**config.mk**
```make
export PLATFORM = sky130hd
export DESIGN_NAME = pk_reader
export DESIGN_NICKNAME = d
export VERILOG_FILES = /design/src/rtl/pk_reader_pkg.sv /design/src/rtl/pk_fifo.sv /design/src/rtl/pk_reader.sv
export SDC_FILE = /design/constraint.sdc
export NUM_CORES = 1
export LEC_CHECK = 0
export CORE_MARGIN = 2
export CORE_UTILIZATION = 40
export DETAILED_ROUTE_END_ITERATION = 7
export PLACE_DENSITY = 0.6
export SETUP_SLACK_MARGIN = 0.02
export SLEW_MARGIN = 10
export SYNTH_ARGS = -nofsm -noshare
export SYNTH_HDL_FRONTEND = slang
export SYNTH_SLANG_ARGS = --single-unit
```
**constraint.sdc**
```tcl
create_clock -name clk -period 4.5 [get_ports clk]
set_input_delay 0.9 -clock clk [delete_from_list [all_inputs] [get_ports clk]]
set_output_delay 0.9 -clock clk [all_outputs]
set_load 0.1 [all_outputs]
```
**src/rtl/pk_reader_pkg.sv**
```systemverilog
// pk_reader_pkg: shared types and sizing helpers for the public-key reader.
// Holds the FSM state type, FIFO depth and width/count helper functions.
package pk_reader_pkg;

    // Output FIFO depth; also bounds FIFO words plus reads in flight.
    localparam int FIFO_DEPTH = 4;

    typedef enum logic [1:0] {
        IDLE  = 2'd0,
        RUN   = 2'd1,
        DRAIN = 2'd2
    } state_t;

    // Word-address width of the L x K matrix stored as N-bit words.
    function automatic int addr_width(input int n, input int l, input int k);
        int words;
        words = l * k / n;
        return (words > 1) ? $clog2(words) : 1;
    endfunction

    // Words per row of the non-identity part.
    function automatic int words_per_row(input int n, input int l, input int k);
        return (k - l) / n;
    endfunction

    // Words emitted in one readout.
    function automatic int total_words(input int n, input int l, input int k);
        return l * (k - l) / n;
    endfunction

endpackage

```
**src/rtl/pk_fifo.sv**
```systemverilog
// pk_fifo: small synchronous FIFO, FIFO_DEPTH entries, async active-high reset.
// Ports: clk, rst, push/push_data, pop, head (entry at read pointer), empty, count.
module pk_fifo
    import pk_reader_pkg::*;
#(
    parameter int WIDTH = 6
) (
    input  logic                                 clk,
    input  logic                                 rst,
    input  logic                                 push,
    input  logic [WIDTH-1:0]                     push_data,
    input  logic                                 pop,
    output logic [WIDTH-1:0]                     head,
    output logic                                 empty,
    output logic [$clog2(FIFO_DEPTH+1)-1:0]      count
);

    localparam int PW = $clog2(FIFO_DEPTH);
    localparam int CW = $clog2(FIFO_DEPTH + 1);

    logic [WIDTH-1:0] mem [FIFO_DEPTH];
    logic [PW-1:0]    wr_ptr;
    logic [PW-1:0]    rd_ptr;
    logic             full;
    logic             do_push;
    logic             do_pop;

    assign empty   = (count == '0);
    assign full    = (count == CW'(FIFO_DEPTH));
    assign do_pop  = pop && !empty;
    // A push into a full FIFO is allowed only when the head leaves this cycle.
    assign do_push = push && (!full || do_pop);
    assign head    = mem[rd_ptr];

    always_ff @(posedge clk or posedge rst) begin
        if (rst) begin
            wr_ptr <= '0;
            rd_ptr <= '0;
            count  <= '0;
            for (int i = 0; i < FIFO_DEPTH; i++) begin
                mem[i] <= '0;
            end
        end else begin
            if (do_push) begin
                mem[wr_ptr] <= push_data;
                wr_ptr      <= wr_ptr + 1'b1;
            end
            if (do_pop) begin
                rd_ptr <= rd_ptr + 1'b1;
            end
            if (do_push && !do_pop) begin
                count <= count + 1'b1;
            end else if (do_pop && !do_push) begin
                count <= count - 1'b1;
            end
        end
    end

endmodule

```
**src/rtl/pk_reader.sv**
```systemverilog
// pk_reader: streams the non-identity column blocks of the systemizer matrix
// row-major from word memory. Ports: clk, rst, start, busy, done, mem_rd_*,
// out_valid/out_ready handshake with out_data, out_eor (end of row), out_last.
module pk_reader
    import pk_reader_pkg::*;
#(
    parameter int N = 4,
    parameter int L = 8,
    parameter int K = 16
) (
    input  logic                          clk,
    input  logic                          rst,
    input  logic                          start,
    output logic                          busy,
    output logic                          done,
    output logic                          mem_rd_en,
    output logic [addr_width(N,L,K)-1:0]  mem_rd_addr,
    input  logic [N-1:0]                  mem_rd_data,
    output logic                          out_valid,
    input  logic                          out_ready,
    output logic [N-1:0]                  out_data,
    output logic                          out_eor,
    output logic                          out_last
);

    localparam int AW   = addr_width(N, L, K);
    localparam int W    = words_per_row(N, L, K);
    localparam int BASE = (L / N) * L;
    localparam int RW   = (L > 1) ? $clog2(L) : 1;
    localparam int CW   = (W > 1) ? $clog2(W) : 1;
    localparam int FCW  = $clog2(FIFO_DEPTH + 1);

    state_t          state;
    logic [AW-1:0]   nxt_addr;
    logic [RW-1:0]   row;
    logic [CW-1:0]   col;

    // Tags travel with each read: stage 1 beside mem_rd_en, stage 2 beside data.
    logic            rd_eor;
    logic            rd_last;
    logic            dvalid;
    logic            d_eor;
    logic            d_last;

    logic [FCW-1:0]  fcount;
    logic            fempty;
    logic [N+1:0]    head;

    logic [FCW-1:0]  pending;
    logic            room;
    logic            first;
    logic            issue;
    logic [AW-1:0]   cur_addr;
    logic [RW-1:0]   cur_row;
    logic [CW-1:0]   cur_col;
    logic            row_end;
    logic            last_rd;
    logic            pop;
    logic            last_hs;

    // FIFO words plus both read pipeline stages; never allowed to pass 4.
    assign pending  = fcount + FCW'(mem_rd_en) + FCW'(dvalid);
    assign room     = (pending < FCW'(FIFO_DEPTH));
    assign first    = (state == IDLE);
    // The first read goes out on the start edge so data appears on cycle 3.
    assign issue    = (first && start) || ((state == RUN) && room);
    assign cur_addr = first ? AW'(BASE) : nxt_addr;
    assign cur_row  = first ? '0 : row;
    assign cur_col  = first ? '0 : col;
    assign row_end  = (cur_col == CW'(W - 1));
    assign last_rd  = row_end && (cur_row == RW'(L - 1));

    assign out_valid = !fempty;
    assign out_data  = head[N-1:0];
    assign out_eor   = !fempty && head[N];
    assign out_last  = !fempty && head[N+1];
    assign pop       = out_valid && out_ready;
    assign last_hs   = pop && out_last;

    always_ff @(posedge clk or posedge rst) begin
        if (rst) begin
            state       <= IDLE;
            busy        <= 1'b0;
            done        <= 1'b0;
            mem_rd_en   <= 1'b0;
            mem_rd_addr <= '0;
            nxt_addr    <= '0;
            row         <= '0;
            col         <= '0;
            rd_eor      <= 1'b0;
            rd_last     <= 1'b0;
            dvalid      <= 1'b0;
            d_eor       <= 1'b0;
            d_last      <= 1'b0;
        end else begin
            done      <= 1'b0;
            mem_rd_en <= issue;
            dvalid    <= mem_rd_en;
            d_eor     <= rd_eor;
            d_last    <= rd_last;
            if (issue) begin
                mem_rd_addr <= cur_addr;
                rd_eor      <= row_end;
                rd_last     <= last_rd;
                if (row_end) begin
                    // Next row restarts at the first non-identity block.
                    col      <= '0;
                    row      <= cur_row + 1'b1;
                    nxt_addr <= AW'(BASE) + AW'(cur_row) + AW'(1);
                end else begin
                    col      <= cur_col + 1'b1;
                    row      <= cur_row;
                    nxt_addr <= cur_addr + AW'(L);
                end
            end
            unique case (state)
                IDLE: begin
                    if (start) begin
                        state <= RUN;
                        busy  <= 1'b1;
                    end
                end
                RUN: begin
                    if (issue && last_rd) begin
                        state <= DRAIN;
                    end
                end
                DRAIN: begin
                    if (last_hs) begin
                        state    <= IDLE;
                        busy     <= 1'b0;
                        done     <= 1'b1;
                        row      <= '0;
                        col      <= '0;
                        nxt_addr <= '0;
                    end
                end
                default: begin
                    state <= IDLE;
                end
            endcase
        end
    end

    pk_fifo #(
        .WIDTH (N + 2)
    ) u_fifo (
        .clk       (clk),
        .rst       (rst),
        .push      (dvalid),
        .push_data ({d_last, d_eor, mem_rd_data}),
        .pop       (pop),
        .head      (head),
        .empty     (fempty),
        .count     (fcount)
    );

endmodule

```
Word-level counts from Yosys, hierarchy flattened
Index checks and enable logic that the tools add are counted. W data, S select, Z words.

Register bits after elaboration: 55. Input port bits: 8. Output and inout bits: 15.

$add $sub $neg: 11. Magnitude comparators: 4. Equality and inequality tests: 7. Muxes and demuxes: 32. Bitwise gates (word level): 2. Reductions and logical operators: 25.

Operators by type and width (count): $mux W5 (5); $bwmux W24 (1); $mux W3 (7); $mux W6 (3); $logic_and A1 B1 Y1 (13); $bmux W6 S2 (1); $demux W6 S2 (1); $mux W1 (9); $add A3 B1 Y3 (2); $add A3 B1 Y3 const B (2); $eq A3 B3 Y1 const B (2); $ge A3 B3 Y1 const B (2); $mux W2 (3); $not A2 Y3 (2); $pmux W2 S3 (1); $reduce_and A3 Y1 (2); $add A5 B1 Y5 const B (1); $add A5 B3 Y5 const A (1); $add A5 B4 Y5 const B (1); $add A2 B1 Y2 const B (2); $logic_not A1 Y1 (4); $ne A2 B1 Y1 const B (2); $reduce_bool A2 Y1 (2); $logic_not A3 Y1 (1); other kinds (10) (11).

Depth between registers and ports, before layout
Word-level depth: 10. Gate-level depth with buffers: 9. Mapped depth without buffers: 8.

Hierarchy
From an unflattened synthesis, not the netlist that was laid out.

Cells, all modules: 188. Area, all modules: 2542.4 µm².

By module, submodules not included: pk_fifo (instances 1, cells an instance 95, area an instance 1445.1 µm², seq. area each 775.7 µm²); pk_reader (instances 1, cells an instance 93, area an instance 1097.3 µm², seq. area each 600.6 µm²).

Worst setup path after synthesis
No wires, ideal clock.

Kind: register to output. Start point: register u_fifo.count[1]. End point: output port out_eor. Arrival: 1.802 ns. Data required time: 3.600 ns. Slack: 1.798 ns. Stages on the path, launching flop included: 3. Path buffers: 0. Cells stage by stage: dfrtp_1 > or3_2 > and2_1.

Cells in the longest elaborated chain, start to end: 3.

RTL lines: start, declared (RTL line pk_fifo.sv:15) `output logic [$clog2(FIFO_DEPTH+1)-1:0] count`; start signal, assigned (RTL line pk_fifo.sv:52) `count <= count + 1'b1;`; start signal, assigned (RTL line pk_fifo.sv:54) `count <= count - 1'b1;`; $logic_not A3 Y1 (RTL line pk_fifo.sv:28) `assign empty = (count == '0);`; $logic_not A1 Y1; via out_valid (RTL line pk_reader.sv:19) `output logic out_valid,`; $logic_and A1 B1 Y1 (RTL line pk_reader.sv:75) `assign out_eor = !fempty && head[N];`; end, declared (RTL line pk_reader.sv:22) `output logic out_eor,`.

The timed path passes the listed nets, and every way through them passes these cells.

Final worst setup path
Start point: register u_fifo.rd_ptr[0]. End point: output port out_last.

Cells in the longest elaborated chain, start to end: 5.

RTL lines: start, declared (RTL line pk_fifo.sv:23) `logic [PW-1:0] rd_ptr;`; start signal, assigned (RTL line pk_fifo.sv:49) `rd_ptr <= rd_ptr + 1'b1;`; $not A2 Y3 (not written as such) (RTL line pk_fifo.sv:33) `assign head = mem[rd_ptr];`; $bmux W6 S2 (RTL line pk_fifo.sv:33); $mux W6 (not written as such) (2 in series) (RTL line pk_fifo.sv:33); $logic_and A1 B1 Y1 (RTL line pk_reader.sv:76) `assign out_last = !fempty && head[N+1];`; end, declared (RTL line pk_reader.sv:23) `output logic out_last`.

No other way between the ends. The select of a mux whose other input is x is not followed.

==> results.sh <==
export IMPL_run_status="completed"
export IMPL_routabilityCongestion=0.796
export IMPL_unrepaired_setup_endpoints_after_global_routing="no"
export IMPL_timing_final_crit_period_ns=3.61
export IMPL_finalCoreUtilization=0.472
export IMPL_post_synthesis_cell_type_count=51
export IMPL_crit_path_start_kind="flop"
export IMPL_final_slew_violations=0
export IMPL_placement_io_buffers=22
export IMPL_critical_path_max_fanout=8
export IMPL_place_worst_setup_slack_ns=1.20
export IMPL_rr_worst_depth=5
export IMPL_start_util=0.407
export IMPL_hold_path_cell_count=0
export IMPL_track_usage=0.139
export IMPL_syn_area_per_cell_sq_um=13.8
export IMPL_fraction_of_layout_instances_using_a_drive_strength_above_1=0.311
export IMPL_boundaryPins=23
export IMPL_post_route_cell_area_sq_um=2940
export IMPL_antenna_left=0
export IMPL_yosys_warnings=0
export IMPL_htree_levels=2
export IMPL_nFillCells=569
export IMPL_violation_count_after_the_first_detailed_route_iteration=61
export IMPL_count_of_state_elements_after_synthesis=55
export IMPL_vias_per_cell=5.24
export IMPL_maxCapViolCount=0
export IMPL_critical_path_buf_inv_count=1
export IMPL_ys_dominant_reg_cell="dfrtp_1"
export IMPL_cts_repair_timing_setup_buffer_count=0
export IMPL_worstPathRequired_ns=3.60
export IMPL_cts_resized=0
export IMPL_postLayoutSetupSlackWorst_ns=0.894
export IMPL_insertedDiodeCount=0
export IMPL_report_final_hold_viol_count=0
export IMPL_synthMostInstantiatedCell="dfrtp_1"
export IMPL_ys_top_cells_by_area="dfrtp_1, mux2_2, mux4_2"
export IMPL_edff_count_synth=0
export IMPL_max_clock_path_buffers=2
export IMPL_vias=1498
export IMPL_arrival_ns=2.71
export IMPL_post_dp_hpwl_mm=3.12
export IMPL_number_of_global_route_vias_before_repair=1533
export IMPL_worstHoldPathType="flop to flop"
export IMPL_detailed_place_area_sq_um=2830
export IMPL_fin_skew_ns=0.00987
export IMPL_finalNetCount=225
export IMPL_worst_slew_pin_slew_ns=0.974
export IMPL_synth_cell_area_sq_um=2540
export IMPL_endpoint_type_of_the_worst_setup_path="primary output"
export IMPL_layout_worst_path_cycle_share=0.801
export IMPL_post_route_wl_mm=4.48
export IMPL_achievable_frequency_mhz=277
export IMPL_slew_headroom=0.349
export IMPL_tritoncts="built"
export IMPL_worst_r2r_endpoint="nxt_addr[2]"
export IMPL_worstHoldStart="rd_eor"
export IMPL_cts_sinks=55
export IMPL_clk_pin_slew_worst_paths_ns=0.10
export IMPL_critPathTopFamily="buffers and inverters"
export IMPL_floorplan_core_area_sq_um=6240
export IMPL_die_w_um=83.7
export IMPL_register_area_sq_um=1380
export IMPL_grt_overflow_total=0
export IMPL_synthesis_nets=201
export IMPL_largest_net_degree_at_the_start_of_global_routing=38
export IMPL_timing_critical_path_slowest_stage_cell="clkdlybuf4s50_1"
export IMPL_critical_path_reg2reg_startpoint="u_fifo.count[0]"
export IMPL_design_die_area_sq_um=7010
export IMPL_wire_length_of_the_first_global_routing_pass_mm=7.54
export IMPL_synth_seq_area_share=0.541
export IMPL_postSynthCellCount=184
export IMPL_drt_wirelength_per_cell_um=15.7
export IMPL_async_flop_share=1.00
export IMPL_finalSetupTns_ns=0
export IMPL_cts_hold_buffers_added=0
export IMPL_cpPeakStageDelay_ns=0.96
export IMPL_worst_setup_path_type="flop to primary output"
export IMPL_yosysTopAreaCellShare=0.541
export IMPL_multi_input_comb_area_sq_um=1090
export IMPL_area_growth_synth_to_final_pct=15.7
export IMPL_setup_reg_to_reg_worst_slack_ns=2.05
export IMPL_yosys_area_top_type="dfrtp_1"
export IMPL_placementRows=29
export IMPL_die_h_um=83.7
export IMPL_firstDrtPassIters=4
export IMPL_tritoncts_num_buffers=5
export IMPL_grt_antenna_before_repair=0
export IMPL_insertion_delay_ns=0.31
export IMPL_yosys_top_cells_count="dfrtp_1, mux2_2, inv_1, ha_1, nand2_1"
export IMPL_route_detailed_drc=0
export IMPL_clock_root_buffer="clkbuf_8"
export IMPL_report_final_setup_viol=0
export IMPL_timing_hold_worst_endpoint="d_eor"
export IMPL_timing_critical_path_cells="mux4_2, and2_1, clkdlybuf4s50_1"
## through the flow
stage	hold slack, ns	cells
floorplan	0.354	184
global placement	0.362	278
detailed placement	0.371	278
CTS	0.395	286
global route	0.408	286
finish	0.395	286
## layout by cell type, fill, tap and decap left out, types with 2 or more instances in the layout
| master | count |
|---|---|
| a31o_2 | 4 |
| xor2_1 | 2 |
| a221oi_2 | 2 |
| a32o_1 | 2 |
| nand2_1 | 8 |
| and2_1 | 2 |
| clkdlybuf4s50_1 | 22 |
| clkbuf_8 | 5 |
| nor2_1 | 5 |
| dfrtp_1 | 55 |
| xnor2_1 | 4 |
| nor2b_1 | 3 |
| inv_2 | 2 |
| a22oi_1 | 2 |
| mux4_2 | 6 |
| ha_1 | 8 |
| a22o_2 | 3 |
| o21ai_0 | 4 |
| and3_1 | 3 |
| mux2_2 | 24 |
| inv_1 | 8 |
| a21oi_1 | 2 |
| nand2_2 | 4 |
## flip-flops by register name, indices dropped and copies added, names as in the netlist, 2 cells and up
| signal | count |
|---|---|
| mem_rd_addr | 5 |
| nxt_addr | 5 |
| row | 3 |
| state | 2 |
| u_fifo.count | 3 |
| u_fifo.mem | 24 |
| u_fifo.rd_ptr | 2 |
| u_fifo.wr_ptr | 2 |
## cell type report
| cell class | count | area share |
|---|---|---|
| tap | 77 | 0.0327 |
| timing repair buffer | 23 | 0.0774 |
| sequential | 55 | 0.468 |
| clock buffer | 5 | 0.0234 |
| inverter | 11 | 0.0149 |
| clock inverter | 3 | 0.0149 |
| multi-input combinational | 112 | 0.369 |
## per-layer routing
metal  wire, um  part of all wire  track usage
met4         34            0.0076       0.0484
met3        135             0.030       0.0465
met5          0                 0            0
met2       2160              0.48        0.217
met1       2150              0.48        0.183
## worst max path at each step
stage | cells after the start | startpoint | slack [ns] | to
final | 3 | u_fifo.rd_ptr[0] | 0.89 | out_last
after global routing | 3 | u_fifo.rd_ptr[0] | 0.75 | out_last
after CTS | 3 | u_fifo.rd_ptr[0] | 0.84 | out_last
after detailed placement | 3 | u_fifo.rd_ptr[0] | 1.20 | out_last
after global placement | 3 | u_fifo.rd_ptr[0] | 1.21 | out_last
after floorplan | 2 | u_fifo.count[1] | 1.80 | out_eor
## logic make-up (layout without fill, tap and decap cells)
group / after synthesis / in the layout / synth area share
compound gates: 32 / 32 / 0.114
xor+xnor: 6 / 6 / 0.0207
fa+ha+maj: 9 / 9 / 0.0472
buf+inv: 17 / 42 / 0.0315
flops: 55 / 55 / 0.541
mux: 33 / 33 / 0.174
simple gates: 32 / 32 / 0.0714
Power is left out: the tool's default activity adds up to more than one toggle a clock period on the data nets, which glitch-free logic cannot reach.
==> patch, RTL diff (same flow settings) <==
Re-encode `state_t` (3 states) as one-hot, 3 bits wide.
--- a/src/rtl/pk_reader_pkg.sv
+++ b/src/rtl/pk_reader_pkg.sv
@@ -5,10 +5,10 @@
     // Output FIFO depth; also bounds FIFO words plus reads in flight.
     localparam int FIFO_DEPTH = 4;
 
-    typedef enum logic [1:0] {
-        IDLE  = 2'd0,
-        RUN   = 2'd1,
-        DRAIN = 2'd2
+    typedef enum logic [2:0] {
+        IDLE  = 3'b001,
+        RUN   = 3'b010,
+        DRAIN = 3'b100
     } state_t;
 
     // Word-address width of the L x K matrix stored as N-bit words.
Check against the original RTL: no difference found for any inputs over 10 cycles, from zero or initial values and one cycle with rst high; not proved beyond that.
==> patch against the original RTL <==
Sequential cell count up 1. Fmax decreased by 0.14%. Clock skew about the same. Via count grew 1.7%. Setup slack got worse by 0.0052 ns. Synthesized area increased by 5.8%. Wire length is 2.1% higher. Critical path depth did not move. Non-clock buffer count did not move. First-iteration DRC count increased by 49%. Cell area is 4.0% higher.
==> patch: results (changes against the original RTL) <==
Power Total - 2.32 mW
Multi-input combinational area share - 0.392 (was 0.369)
Pwr dens - 759 nW/µm²
DP Cell Count - 288 (was 278)
FF-to-FF path depth - 7 (was 5)
Metal-1 WL - 2430 µm (was 2150 µm)
Routing usage on met2 - 0.199 (was 0.217)
Mapped Nets - 210 (was 201)
Synth Instances - 193 (was 184)
Buffering overhead - 0.0744 (was 0.0774)
Top cells by area, synth - dfrtp_1 51%, mux2_1 10%, mux4_1 4.9% (was dfrtp_1 54%, mux2_2 11%, mux4_2 5.3%)
Met3 Wirelength - 93 µm (was 135 µm)
Share of cells above drive strength 1 - 0.142 (was 0.311)
Post-synthesis adder-cell area fraction - 0.0447 (was 0.0472)
Register Area - 1400 µm² (was 1380 µm²)
Final clock-cell share - 0.0294 (was 0.0383)
Met3 global-route usage - 0.0260 (was 0.0465)
RR Endpoint - u_fifo.count[2]$_DFFE_PP0P_ (was nxt_addr[2]$_DFF_PP0_)
Met2 wire len - 1980 µm (was 2160 µm)
Synth Area in Compound Gates - 0.0833 (was 0.114)
Worst-Margin Slew - 0.971 ns (was 0.974 ns)
Placer Congestion - 0.736 (was 0.796)
Dpl hpwl - 3230 µm (was 3120 µm)
Fmax - 277 MHz (about the same)
Outcome - finished, final reports clean (unchanged)
Synth Area in XOR/XNOR - 0.0195 (was 0.0207)
Fillers - 592 (was 569)
First-pass GRT wire length - 7930 µm (was 7540 µm)
Final Instance Count excl. Fillers - 296 (was 286)
R2R Path Start - u_fifo.count[1]$_DFFE_PP0P_ (was u_fifo.count[0]$_DFFE_PP0P_)
Vias in the first global route - 1565 (was 1533)
Mux cell area share after synthesis - 0.166 (was 0.174)
Pre-antenna DRT Iters - 3 (was 4)
Hold Slack - 0.382 ns (was 0.395 ns)
# nets final - 235 (was 225)
GRT Overall Usage - 0.140 (was 0.139)
Crit path largest cell delay - 0.96 ns (about the same)
Commonest cells in the netlist - 55 x dfrtp_1, 24 x mux2_1, 12 x nand2_1 (was 55 x dfrtp_1, 24 x mux2_2, 9 x inv_1)
Clock Skews - 0.00991 ns (was 0.00987 ns)
Post-synthesis sequential area ratio - 0.522 (was 0.541)
Placed Area - 2970 µm² (was 2830 µm²)
Total wire length - 4570 µm (was 4480 µm)
R2r setup slk - 1.93 ns (was 2.05 ns)
# clock sinks - 56 (was 55)
## patch: cell count changes after synthesis, sizes merged, moves of 3 or more
| cell | change |
|---|---|
| a31o | -4 |
| clkbuf | -3 |
| nand2 | +4 |
| nand3 | +3 |
| nand3b | +3 |
| nor3b | +3 |
| o21ai | +5 |
## patch: cell families after synthesis
kind of cell	count (synthesis)
DFF	56
and+or+nand+nor	45
muxes	32
AOI/OAI and AO/OA	28
buffers and inverters	17
adders and majority gates	9
xor gates and xnor gates	6
## patch: how the worst min path moves through the flow
stage                             start          endpoint
global route        rd_last$_DFFE_PP0N_  d_last$_DFF_PP0_
global placement    rd_last$_DFFE_PP0N_  d_last$_DFF_PP0_
floorplan            rd_eor$_DFFE_PP0N_   d_eor$_DFF_PP0_
finish               rd_eor$_DFFE_PP0N_   d_eor$_DFF_PP0_
CTS                 rd_last$_DFFE_PP0N_  d_last$_DFF_PP0_
detailed placement  rd_last$_DFFE_PP0N_  d_last$_DFF_PP0_
